**src/rtl/sr_cmd_encoder.sv**
```systemverilog
// sr_cmd_encoder
// ---------------------------------------------------------------------------
// Converts a target bit vector into a serial train of set/reset command
// pulses for a bank of WIDTH external SR flip-flops. The block keeps a
// shadow copy of the flip-flop state. It walks the channels from 0 to
// WIDTH-1 and pulses s_out[i] or r_out[i] for PULSE_CYCLES clocks only on
// channels whose target differs from the shadow.
//
// Optional feature (macro SR_CMD_VERIFY_EN): adds the q_in read-back port
// and a sticky mismatch flag. In the DONE cycle, q_in is compared against
// the shadow.
//
// Ports
//   clk        rising-edge clock
//   reset_n    asynchronous active-low reset
//   tgt_valid  target vector offered
//   tgt_ready  target can be accepted this cycle (IDLE and no clr)
//   tgt_data   desired flip-flop value per channel
//   clr        request to drive every channel to 0 (wins over tgt_valid)
//   s_out      registered per-channel set command
//   r_out      registered per-channel reset command
//   shadow     recorded flip-flop state
//   busy       high whenever the FSM is not in IDLE
//   done       one-cycle pulse at the end of a command sequence
//   q_in       flip-flop read-back            (SR_CMD_VERIFY_EN only)
//   mismatch   sticky read-back error flag    (SR_CMD_VERIFY_EN only)
// ---------------------------------------------------------------------------
module sr_cmd_encoder #(
    parameter int WIDTH        = 8,
    parameter int PULSE_CYCLES = 1
) (
    input  logic             clk,
    input  logic             reset_n,
    input  logic             tgt_valid,
    output logic             tgt_ready,
    input  logic [WIDTH-1:0] tgt_data,
    input  logic             clr,
    output logic [WIDTH-1:0] s_out,
    output logic [WIDTH-1:0] r_out,
    output logic [WIDTH-1:0] shadow,
    output logic             busy,
    output logic             done
`ifdef SR_CMD_VERIFY_EN
    ,
    input  logic [WIDTH-1:0] q_in,
    output logic             mismatch
`endif
);

    // The index must be able to reach WIDTH, which marks the end of the scan.
    localparam int IW = $clog2(WIDTH + 1);
    localparam int CW = $clog2(PULSE_CYCLES + 1);

    typedef enum logic [1:0] {
        IDLE  = 2'd0,
        SCAN  = 2'd1,
        PULSE = 2'd2,
        DONE  = 2'd3
    } state_t;

    state_t           state, state_n;
    logic [WIDTH-1:0] target, target_n;
    logic [IW-1:0]    idx, idx_n;
    logic [CW-1:0]    cnt, cnt_n;
    logic [WIDTH-1:0] shadow_n;
    logic [WIDTH-1:0] s_n, r_n;
    logic [WIDTH-1:0] sel;
    logic             last_pulse;

    // One-hot select of the current channel. It is all-zero once idx
    // reaches WIDTH, because the bit shifts out of range.
    assign sel        = WIDTH'(1) << idx;
    assign last_pulse = (cnt == CW'(PULSE_CYCLES - 1));

    assign tgt_ready  = (state == IDLE) && !clr;
    assign busy       = (state != IDLE);
    assign done       = (state == DONE);

    always_comb begin
        // NOTE: every signal written here gets a default first. A path
        // that left one unassigned would infer a latch.
        state_n  = state;
        target_n = target;
        idx_n    = idx;
        cnt_n    = cnt;
        shadow_n = shadow;
        s_n      = '0;
        r_n      = '0;

        case (state)
            IDLE: begin
                if (clr) begin
                    target_n = '0;
                    idx_n    = '0;
                    state_n  = SCAN;
                end else if (tgt_valid) begin
                    target_n = tgt_data;
                    idx_n    = '0;
                    state_n  = SCAN;
                end
            end

            SCAN: begin
                if (idx == IW'(WIDTH)) begin
                    state_n = DONE;
                end else if (((target ^ shadow) & sel) == '0) begin
                    idx_n = idx + IW'(1);
                end else begin
                    // The command is registered, so it rises together with
                    // the PULSE state and lasts exactly as long as that state.
                    state_n = PULSE;
                    cnt_n   = '0;
                    s_n     = target & sel;
                    r_n     = ~target & sel;
                end
            end

            PULSE: begin
                if (last_pulse) begin
                    shadow_n = (shadow & ~sel) | (target & sel);
                    idx_n    = idx + IW'(1);
                    state_n  = SCAN;
                end else begin
                    cnt_n = cnt + CW'(1);
                    s_n   = s_out;
                    r_n   = r_out;
                end
            end

            DONE: begin
                state_n = IDLE;
            end

            default: begin
                state_n = IDLE;
            end
        endcase
    end

    always_ff @(posedge clk or negedge reset_n) begin
        if (!reset_n) begin
            state  <= IDLE;
            target <= '0;
            idx    <= '0;
            cnt    <= '0;
            shadow <= '0;
            s_out  <= '0;
            r_out  <= '0;
        end else begin
            // NOTE: use non-blocking assignments for every registered value.
            // Then all flops update from the same pre-edge values.
            state  <= state_n;
            target <= target_n;
            idx    <= idx_n;
            cnt    <= cnt_n;
            shadow <= shadow_n;
            s_out  <= s_n;
            r_out  <= r_n;
        end
    end

`ifdef SR_CMD_VERIFY_EN
    logic accept;

    assign accept = (state == IDLE) && (clr || tgt_valid);

    // In the DONE cycle the shadow holds its final value, so the read-back
    // must agree with it. The flag stays set until the next command starts.
    always_ff @(posedge clk or negedge reset_n) begin
        if (!reset_n) begin
            mismatch <= 1'b0;
        end else if (accept) begin
            mismatch <= 1'b0;
        end else if ((state == DONE) && (q_in != shadow)) begin
            mismatch <= 1'b1;
        end
    end
`endif

endmodule

```
**config.mk**
```make
export PLATFORM = sky130hd
export DESIGN_NAME = sr_cmd_encoder
export DESIGN_NICKNAME = d
export VERILOG_FILES = /design/src/rtl/sr_cmd_encoder.sv
export SDC_FILE = /design/constraint.sdc
export NUM_CORES = 1
export LEC_CHECK = 0
export CORE_MARGIN = 3
export CORE_UTILIZATION = 45
export CTS_CLUSTER_SIZE = 40
export DETAILED_ROUTE_END_ITERATION = 10
export PLACE_DENSITY = 0.8
export SLEW_MARGIN = 20
export SYNTH_ARGS = -nofsm -noshare
export SYNTH_HDL_FRONTEND = slang
export SYNTH_SLANG_ARGS = --single-unit
export TNS_END_PERCENT = 10
```
**constraint.sdc**
```tcl
create_clock -name clk -period 2.1 [get_ports clk]
set_input_delay 0.42 -clock clk [delete_from_list [all_inputs] [get_ports clk]]
set_output_delay 0.42 -clock clk [all_outputs]
set_load 0.02 [all_outputs]
```
==> results.yml <==
outcome:
  status: "complete, no violations"
clock_network:
  htree_levels: 2
  cts_tree: "yes"
  cts-root-buf: "clkbuf_8"
  clock_latency_ps: 290
  numCtsBuffers: 5
  cts.sinks: 38
  clockBufferDepth: 2
  clk_pin_slew_ps: 70
  hold_buffers: 0
die:
  initial_core_util_pct: 48.5
  die_width_microns: 70.0
  die_area_sq_mm: 0.00490
  die_height_microns: 70.0
  core_sq_mm: 0.00380
  fp-row-count: 22
  io_pins: 39
synthesis:
  synth_cell_types: 38
  synthMuxAreaShare_pct: 5.91
  synth_top_family_by_area: "simple AND/OR/NAND/NOR gates"
  synth_ff_type: "dfrtp_1"
  synth-xor-area-share_pct: 3.80
  syn_area_sq_mm: 0.00184
  synthSimpleGateAreaFrac_pct: 16.2
  synth.cells.most_frequent: "dfrtp_1, nand2_1, nor2_1, ha_1, inv_1"
  ys_ff_latch: 38
  netlist_instances: 164
  synth_fp_nets: 186
  synth_top_area_share_pct: 51.6
  ys_seq_area_share_pct: 51.6
  synth_area_per_cell_sq_um: 11.2
  synth.largest_area_cell: "dfrtp_1"
  yosys_warnings: 0
  synthTopCellsByArea: "dfrtp_1, ha_1, mux2_2"
  synth_edf_count: 0
  synthAdderAreaFrac_pct: 6.79
  synth.most_common_cell: "dfrtp_1"
  synth_compound_area_share_pct: 11.7
  synthArstFlopShare_pct: 100
cells_and_area:
  fin_area_sq_mm: 0.00253
  multiInputGateArea_sq_um: 866
  regArea_sq_um: 951
  fillCellCount: 279
  antennaDiodeCount: 0
  area_growth_pct: 37.1
  drive_gt1_share_pct: 21.2
  final_nets: 243
setup_path:
  worstPathMaxFanout: 3
  cp-start-kind: "flop"
  worst_setup_path_end_kind: "flop"
  crit_type: "reg2reg"
  required_ps: 2320
  worstRegToRegCells: 7
  arrival_ps: 2250
timing:
  layout_setup_ws_ps: 64.2
  hold_viol_final: 0
  rsz0062_at_grt: "yes"
  slew_headroom_pct: 46.7
  fmax_mhz: 491
  finalMaxSlewViolations: 0
  fin_crit_ps: 2040
  period_share_pct: 96.9
  setup_viol: 0
  tightest_slew_ps: 800
  clock_skew_ps: 7.20
global_routing:
  grt_pass1_vias: 1335
  grt_pass1_wl_microns: 6390
  grt_usage_pct: 16.7
  grt_max_degree: 39
  gr-total-overflow: 0
  antenna_found_initial: 0
drt:
  drc_errors: 0
  drtIter0Drc: 131
  viasPerCell: 5.29
  drt_wl_total_microns: 3990
  wire_per_inst_microns: 14.8
  firstDrtPassIters: 4
  ant_nets: 0
  vias: 1429
placed_design:
  place_hpwl_microns: 2850
  io_buffers: 38
  place_area_sq_mm: 0.00237
  gp_congestion: 0.803
  pre_cts_ws_ps: 6.38
power:
  power_density_mw_per_mm2: 1370
  p_leak_nw: 1.14
  max-vdd-ir-drop_mv: 0.780
hold_path:
  hp-class: "in2async"
job:
  cap_viol_max_count: 0
[metal layers]
| metal | part of all wire, % | vias to the layer above | GRT usage, % |
|---|---|---|---|
| li1 | - | 686 | - |
| met1 | 43 | 679 | 22.9 |
| met2 | 47 | 55 | 24.8 |
| met3 | 7.2 | 9 | 5.04 |
| met4 | 2.4 | 0 | 6.38 |
| met5 | 0 | - | 0 |
[report_power, final]
group / internal (W) / leakage [nW] / switching (W)
registers: 0.000906 / 0.518 / 0.000215
logic: 0.000844 / 0.566 / 0.000902
clock network: 0.000355 / 0.0524 / 0.000241
total: 0.00210 / 1.14 / 0.00136
[final cells by class]
cell class | instances | share of cell area [%]
inverters | 10 | 1.49
clock buffers | 7 | 3.02
clock inverters | 1 | 1.19
multi-input cells | 112 | 34.3
flip-flops and latches | 38 | 37.6
repair buffers | 54 | 20.0
well taps | 48 | 2.38
[final timing paths]
kind                           start        to  slack [ps]
hold / removal               reset_n    idx[0]         210
min in group clk           target[1]  r_out[1]         530
max in group asynchronous    reset_n  r_out[3]        1380
setup / recovery              idx[0]    idx[1]          60
hold reg to reg            target[1]  r_out[1]         530
setup reg to reg              idx[0]    idx[1]          60
[worst max-delay path, stage by stage (launching register included)]
cell     delay, ps
dfrtp_1        410
buf_4          150
ha_2           180
or3b_4         240
o32ai_2         60
a311o_2        430
o31ai_4        290
mux2i_1        210
[logic make-up after synthesis]
group	count (synthesis)
buffers and inverters	14
and+or+nand+nor	60
xor gates and xnor gates	8
DFF	38
adders and majority gates	10
AOI/OAI and AO/OA	24
muxes	10
[through the flow]
step | utilization (%) | hold slack, ps | TNS (ps) | total power, W | cells
final | 66.5 | 211 | 0 | 0.00346 | 270
after global routing | 66.5 | 293 | -29.9 | 0.00366 | 270
after CTS | 65.2 | 247 | 0 | 0.00338 | 269
after detailed placement | 62.3 | 497 | 0 | 0.00278 | 261
after global placement | 62.3 | 507 | 0 | 0.00274 | 261
after floorplan | - | 124 | 0 | 0.00215 | 164
[cells in the final DEF (no fill, tap or decap), types with 2 or more instances in the layout]
| cell | Yosys | final |
|---|---|---|
| o21ai_0 | 3 | 3 |
| mux2_2 | 7 | 7 |
| clkdlybuf4s50_1 | 0 | 35 |
| clkbuf_8 | 0 | 5 |
| xor2_1 | 4 | 4 |
| nor2_1 | 12 | 12 |
| clkbuf_1 | 1 | 2 |
| nand3_1 | 7 | 7 |
| nand2_1 | 19 | 19 |
| mux2i_1 | 3 | 3 |
| dfrtp_1 | 38 | 38 |
| a31oi_1 | 2 | 2 |
| inv_1 | 10 | 9 |
| nor3b_1 | 2 | 2 |
| xnor2_1 | 4 | 4 |
| nor4_2 | 0 | 2 |
| a32o_1 | 2 | 2 |
| ha_2 | 0 | 2 |
| dlygate4sd2_1 | 0 | 2 |
| nor3_1 | 8 | 8 |
| ha_1 | 10 | 8 |
| buf_4 | 0 | 15 |
| a22o_1 | 8 | 8 |
[timing repair]
| item | 4_1_cts | 5_1_grt |
|---|---|---|
| pin swaps | 2 | 2 |
| gates cloned | 0 | 0 |
| gates resized for setup | 3 | 9 |
| setup endpoints to repair | 6 | 10 |
| buffers inserted | 0 | 1 |
(Power assumes the default switching activity.)
